File: config.mk
export PLATFORM = sky130hd
export DESIGN_NAME = branch_ctrl
export DESIGN_NICKNAME = d
export VERILOG_FILES = /design/src/rtl/branch_ctrl.sv
export SDC_FILE = /design/constraint.sdc
export NUM_CORES = 1
export LEC_CHECK = 0
export ABC_AREA = 1
export CORE_AREA = 10 10 47 49
export CTS_BUF_LIST = sky130_fd_sc_hd__clkbuf_4
export DETAILED_ROUTE_END_ITERATION = 16
export DIE_AREA = 0 0 57 59
export HOLD_SLACK_MARGIN = 0.08
export MAX_ROUTING_LAYER = met4
export SETUP_SLACK_MARGIN = 0.1
export SLEW_MARGIN = 20
export SYNTH_ARGS = -nofsm -noshare
export SYNTH_HDL_FRONTEND = slang
export SYNTH_SLANG_ARGS = --single-unit
File: constraint.sdc
create_clock -name clk -period 2.01 [get_ports clk]
set_clock_uncertainty 0.15 [all_clocks]
set_input_delay 0.402 -clock clk [delete_from_list [all_inputs] [get_ports clk]]
set_output_delay 0.402 -clock clk [all_outputs]
set_load 0.01 [all_outputs]
File: src/rtl/branch_ctrl.sv
// Branch redirect/flush controller: one REDIRECT cycle, then FLUSH until FLUSH_CYCLES squash cycles are done.
// Optional taken-branch statistics counter is enabled by defining BRANCH_STATS_EN.
module branch_ctrl #(
  parameter int FLUSH_CYCLES = 2
) (
  input  logic        clk,
  input  logic        reset,
  input  logic        in_cntrl,
  input  logic        in_comp,
  input  logic        in_stall,
`ifdef BRANCH_STATS_EN
  input  logic        in_clr_stats,
  output logic [15:0] out_taken_cnt,
`endif
  output logic        out_pc_sel,
  output logic        out_flush,
  output logic        out_busy,
  output logic [1:0]  out_state
);

  localparam logic [1:0] IDLE     = 2'b00;
  localparam logic [1:0] REDIRECT = 2'b01;
  localparam logic [1:0] FLUSH    = 2'b10;

  logic [1:0] state, state_nxt;
  logic [2:0] cnt, cnt_nxt;
  logic       take;

  // Branch requests only count when idle and unstalled; later slots are squashed.
  assign take = (state == IDLE) && in_cntrl && in_comp && !in_stall;

  always_comb begin
    state_nxt = state;
    cnt_nxt   = cnt;
    case (state)
      IDLE: begin
        if (take) state_nxt = REDIRECT;
      end
      REDIRECT: begin
        if (!in_stall) begin
          if (FLUSH_CYCLES == 1) begin
            state_nxt = IDLE;
          end else begin
            state_nxt = FLUSH;
            cnt_nxt   = 3'(FLUSH_CYCLES - 1);
          end
        end
      end
      FLUSH: begin
        if (!in_stall) begin
          if (cnt <= 3'd1) begin
            state_nxt = IDLE;
            cnt_nxt   = 3'd0;
          end else begin
            cnt_nxt = cnt - 3'd1;
          end
        end
      end
      default: begin
        state_nxt = IDLE;
        cnt_nxt   = 3'd0;
      end
    endcase
  end

  // Outputs are registered from the next-state decode so they line up with state.
  always_ff @(posedge clk or posedge reset) begin
    if (reset) begin
      state      <= IDLE;
      cnt        <= 3'd0;
      out_pc_sel <= 1'b0;
      out_flush  <= 1'b0;
      out_busy   <= 1'b0;
    end else begin
      state      <= state_nxt;
      cnt        <= cnt_nxt;
      out_pc_sel <= (state_nxt == REDIRECT);
      out_flush  <= (state_nxt == REDIRECT) || (state_nxt == FLUSH);
      out_busy   <= (state_nxt == REDIRECT) || (state_nxt == FLUSH);
    end
  end

  assign out_state = state;

`ifdef BRANCH_STATS_EN
  always_ff @(posedge clk or posedge reset) begin
    if (reset)                                 out_taken_cnt <= 16'd0;
    else if (in_clr_stats)                     out_taken_cnt <= 16'd0;
    else if (take && out_taken_cnt != 16'hFFFF) out_taken_cnt <= out_taken_cnt + 16'd1;
  end
`endif

endmodule

==> run_summary.xml <==
<?xml version="1.0" encoding="UTF-8"?>
<metrics>
  <group name="routing">
    <metric name="vias" unit="">459</metric>
    <metric name="detail_route.iter0.violations" unit="">2</metric>
    <metric name="drt_pre_antenna_iters" unit="">2</metric>
    <metric name="route.detailed.drc" unit="">0</metric>
    <metric name="detail-route-antenna-nets" unit="">0</metric>
    <metric name="route.detailed.vias_per_inst" unit="">4.59</metric>
    <metric name="wire_per_inst" unit="µm">10.2</metric>
    <metric name="wirelength" unit="mm">1.02</metric>
  </group>
  <group name="timing">
    <metric name="final_max_slew_viol_count" unit="">0</metric>
    <metric name="slew-limit-headroom" unit="%">83.9</metric>
    <metric name="final.setup.tns" unit="ns">0</metric>
    <metric name="hold_ws" unit="ns">0.227</metric>
    <metric name="final.min_clock_period" unit="ns">1.75</metric>
    <metric name="setup-violations-final" unit="">0</metric>
    <metric name="report.final.hold_viol_count" unit="">0</metric>
    <metric name="max_clock_freq" unit="MHz">570</metric>
    <metric name="final_min_period_over_clock_period" unit="%">87.3</metric>
    <metric name="rsz0062_at_grt" unit="">false</metric>
    <metric name="worst_slew_pin_slew" unit="ns">0.238</metric>
  </group>
  <group name="power_and_ir_drop">
    <metric name="max-vdd-ir-drop" unit="µV">621</metric>
    <metric name="total_power" unit="µW">967</metric>
    <metric name="cell_leakage_power" unit="nW">0.340</metric>
    <metric name="pwr_density_cell" unit="nW/µm²">1470</metric>
  </group>
  <group name="synthesis">
    <metric name="synth-edff-count" unit="">0</metric>
    <metric name="synth_area_per_cell" unit="µm²">7.25</metric>
    <metric name="netlist_top_cells_count" unit="">nand2_1, inv_1, dfrtp_1, ha_1, nor2_1</metric>
    <metric name="postSynthCellCount" unit="">72</metric>
    <metric name="ys_seq_area_share" unit="%">33.6</metric>
    <metric name="postSynth.topFlopCell" unit="">dfrtp_1</metric>
    <metric name="asyncSetResetFlopFracSynth" unit="%">100</metric>
    <metric name="synth_top_cell_by_area" unit="">dfrtp_1</metric>
    <metric name="yosys.cell_count.top_type" unit="">nand2_1</metric>
    <metric name="synth_largest_type_area_fraction" unit="%">33.6</metric>
    <metric name="ys_types" unit="">16</metric>
    <metric name="synth.top_cells.by_area" unit="">dfrtp_1, ha_1, nand2_1, inv_1, nand4_1</metric>
    <metric name="synth.ff_latch_count" unit="">7</metric>
    <metric name="synth-warning-count" unit="">0</metric>
    <metric name="mappedNetlistArea" unit="µm²">522</metric>
    <metric name="number_of_nets_produced_by_synthesis" unit="">84</metric>
  </group>
  <group name="die">
    <metric name="start_util" unit="%">37.2</metric>
    <metric name="die_width" unit="µm">57</metric>
    <metric name="floorplan.die.height" unit="µm">59</metric>
    <metric name="std_cell_rows" unit="">14</metric>
    <metric name="ioPinCount" unit="">10</metric>
    <metric name="core_area" unit="µm²">1400</metric>
    <metric name="die_area" unit="µm²">3360</metric>
  </group>
  <group name="final_layout">
    <metric name="drive_gt1_share" unit="%">13.1</metric>
    <metric name="postLayoutCellArea" unit="µm²">657</metric>
    <metric name="layout-area-overhead-vs-synth" unit="%">25.9</metric>
    <metric name="num_antenna_cells" unit="">0</metric>
    <metric name="design.final.nets" unit="">97</metric>
    <metric name="utilization" unit="%">46.9</metric>
  </group>
  <group name="critical_path">
    <metric name="crit_path_end_kind" unit="">output port</metric>
    <metric name="critical_path.startpoint_type" unit="">flip-flop</metric>
    <metric name="cp_num_buf_inv" unit="">1</metric>
    <metric name="crit_path_cell_trace" unit="">clkdlybuf4s50_1</metric>
    <metric name="critPathKind" unit="">reg2out</metric>
    <metric name="worst_path_dominant_cell_family" unit="">buffers and inverters</metric>
    <metric name="arrival" unit="ns">1.20</metric>
    <metric name="worst-path-max-fanout" unit="">4</metric>
    <metric name="cpPeakStageDelay" unit="ns">0.56</metric>
    <metric name="worst_r2r_path_depth" unit="">10</metric>
    <metric name="r2r-start" unit="">out_state[0]</metric>
    <metric name="endpoint_of_the_worst_slack_reg_to_reg_timing_path" unit="">out_busy</metric>
    <metric name="worst-r2r-setup-slack" unit="ns">0.29</metric>
    <metric name="cp_slowest_cell" unit="">clkdlybuf4s50_1</metric>
    <metric name="required" unit="ns">1.46</metric>
  </group>
  <group name="global_route">
    <metric name="antenna_violations_before_repair" unit="">0</metric>
    <metric name="first_global_vias" unit="">430</metric>
    <metric name="grt_max_degree" unit="">8</metric>
    <metric name="grt.total_usage" unit="%">6.81</metric>
    <metric name="global_route_wire_length_before_repair" unit="mm">1.81</metric>
    <metric name="grt-ovfl-total" unit="">0</metric>
  </group>
  <group name="run_status">
    <metric name="status" unit="">finished clean</metric>
  </group>
  <group name="clock_tree">
    <metric name="cts.path.max_buffers" unit="">2</metric>
    <metric name="clock_sinks" unit="">7</metric>
    <metric name="postCtsResizedCells" unit="">0</metric>
    <metric name="cts-hold-fix-buffers" unit="">0</metric>
    <metric name="post-cts-setup-buffer-count" unit="">0</metric>
    <metric name="clk_transition_reported_paths" unit="ns">0.05</metric>
    <metric name="tritoncts" unit="">yes</metric>
    <metric name="numCtsBuffers" unit="">3</metric>
    <metric name="clock_network_latency_to_the_later_pin_of_the_worst_skew_pair" unit="ns">0.24</metric>
    <metric name="cts.htree.levels" unit="">1</metric>
    <metric name="cts.root.buffer_cell" unit="">clkbuf_4</metric>
  </group>
  <group name="placed_design">
    <metric name="hpwl_after_detailed_placement" unit="µm">902</metric>
    <metric name="postPlaceCellArea" unit="µm²">624</metric>
    <metric name="io_buffers" unit="">9</metric>
    <metric name="routabilityCongestion" unit="">0.860</metric>
  </group>
  <group name="hold_path">
    <metric name="min_path_type" unit="">in2async</metric>
  </group>
  <group name="flow_run">
    <metric name="maxCapViolations" unit="">0</metric>
  </group>
</metrics>
[report_power, final]
part	internal [mW]	total (mW)	leakage [nW]	switching, mW
Clock	0.0887	0.133	0.0184	0.0441
Combinational	0.253	0.585	0.229	0.332
Sequential	0.201	0.249	0.0924	0.0481
[area by class of cell]
type                            instances  area, µm²
Sequential cell                         7        175
Inverter                               16       60.1
Fill cell                             152        744
Clock buffer                            4       30.0
Multi-Input combinational cell         48        282
Tap cell                               16       20.0
Timing Repair Buffer                    9       90.1
[layer usage]
metal | track usage, % | wire, µm | up-vias
li1 | - | - | 247
met1 | 7.05 | 461 | 205
met2 | 11.5 | 521 | 5
met3 | 2.36 | 29 | 2
met4 | 3.02 | 6 | 0
met5 | - | 0 | -
[through the flow]
stage	setup slack, ns	cells
final	0.256	100
after global placement	0.0979	96
after global routing	0.126	100
after detailed placement	0.0702	96
after CTS	0.179	100
after floorplan	0.289	72
[logic make-up after synthesis]
group                    after synthesis  synth area share [%]
adder cells (fa/ha/maj)                7                  16.8
buffers and inverters                 17                  13.0
AND/OR/NAND/NOR                       33                  28.1
AO/OA/AOI/OAI                          8                  8.63
flip-flops                             7                  33.6
[cells in the final DEF (no fill, tap or decap), drive strengths merged]
cell type      netlist  routed
nand2               22      22
inv                 16      16
clkdlybuf4s50        0       9
dfrtp                7       7
ha                   7       7
nor2                 6       6
clkbuf               0       4
nand4                3       3
a21oi                3       3
o21ai                3       3
o21bai               2       2
nand3                2       2
[sequential cells by signal, indices dropped and copies added (netlist names)]
signal,cells
cnt,3
out_state,2
out_pc_sel,1
out_busy,1
[how the worst max path moves through the flow]
stage / start / endpoint / slack (ns) / cells past startpoint
after CTS: out_state[0] / out_busy / 0.18 / 10
final: out_state[0] / out_state[0] / 0.26 / 1
after global placement: in_stall / out_busy / 0.1 / 9
after global routing: out_state[0] / out_busy / 0.13 / 10
after detailed placement: in_stall / out_busy / 0.07 / 9
after floorplan: out_state[0] / out_busy / 0.29 / 10
[worst register-to-register path, stage by stage, from the launching register on]
cell     delay (ns)
dfrtp_1        0.40
inv_1          0.10
ha_2           0.24
nand2_2        0.08
nand3_2        0.10
inv_2          0.10
nand2_1        0.05
nand2_1        0.05
inv_1          0.05
ha_1           0.26
inv_1          0.03
Power figures use the tool's default switching activity.
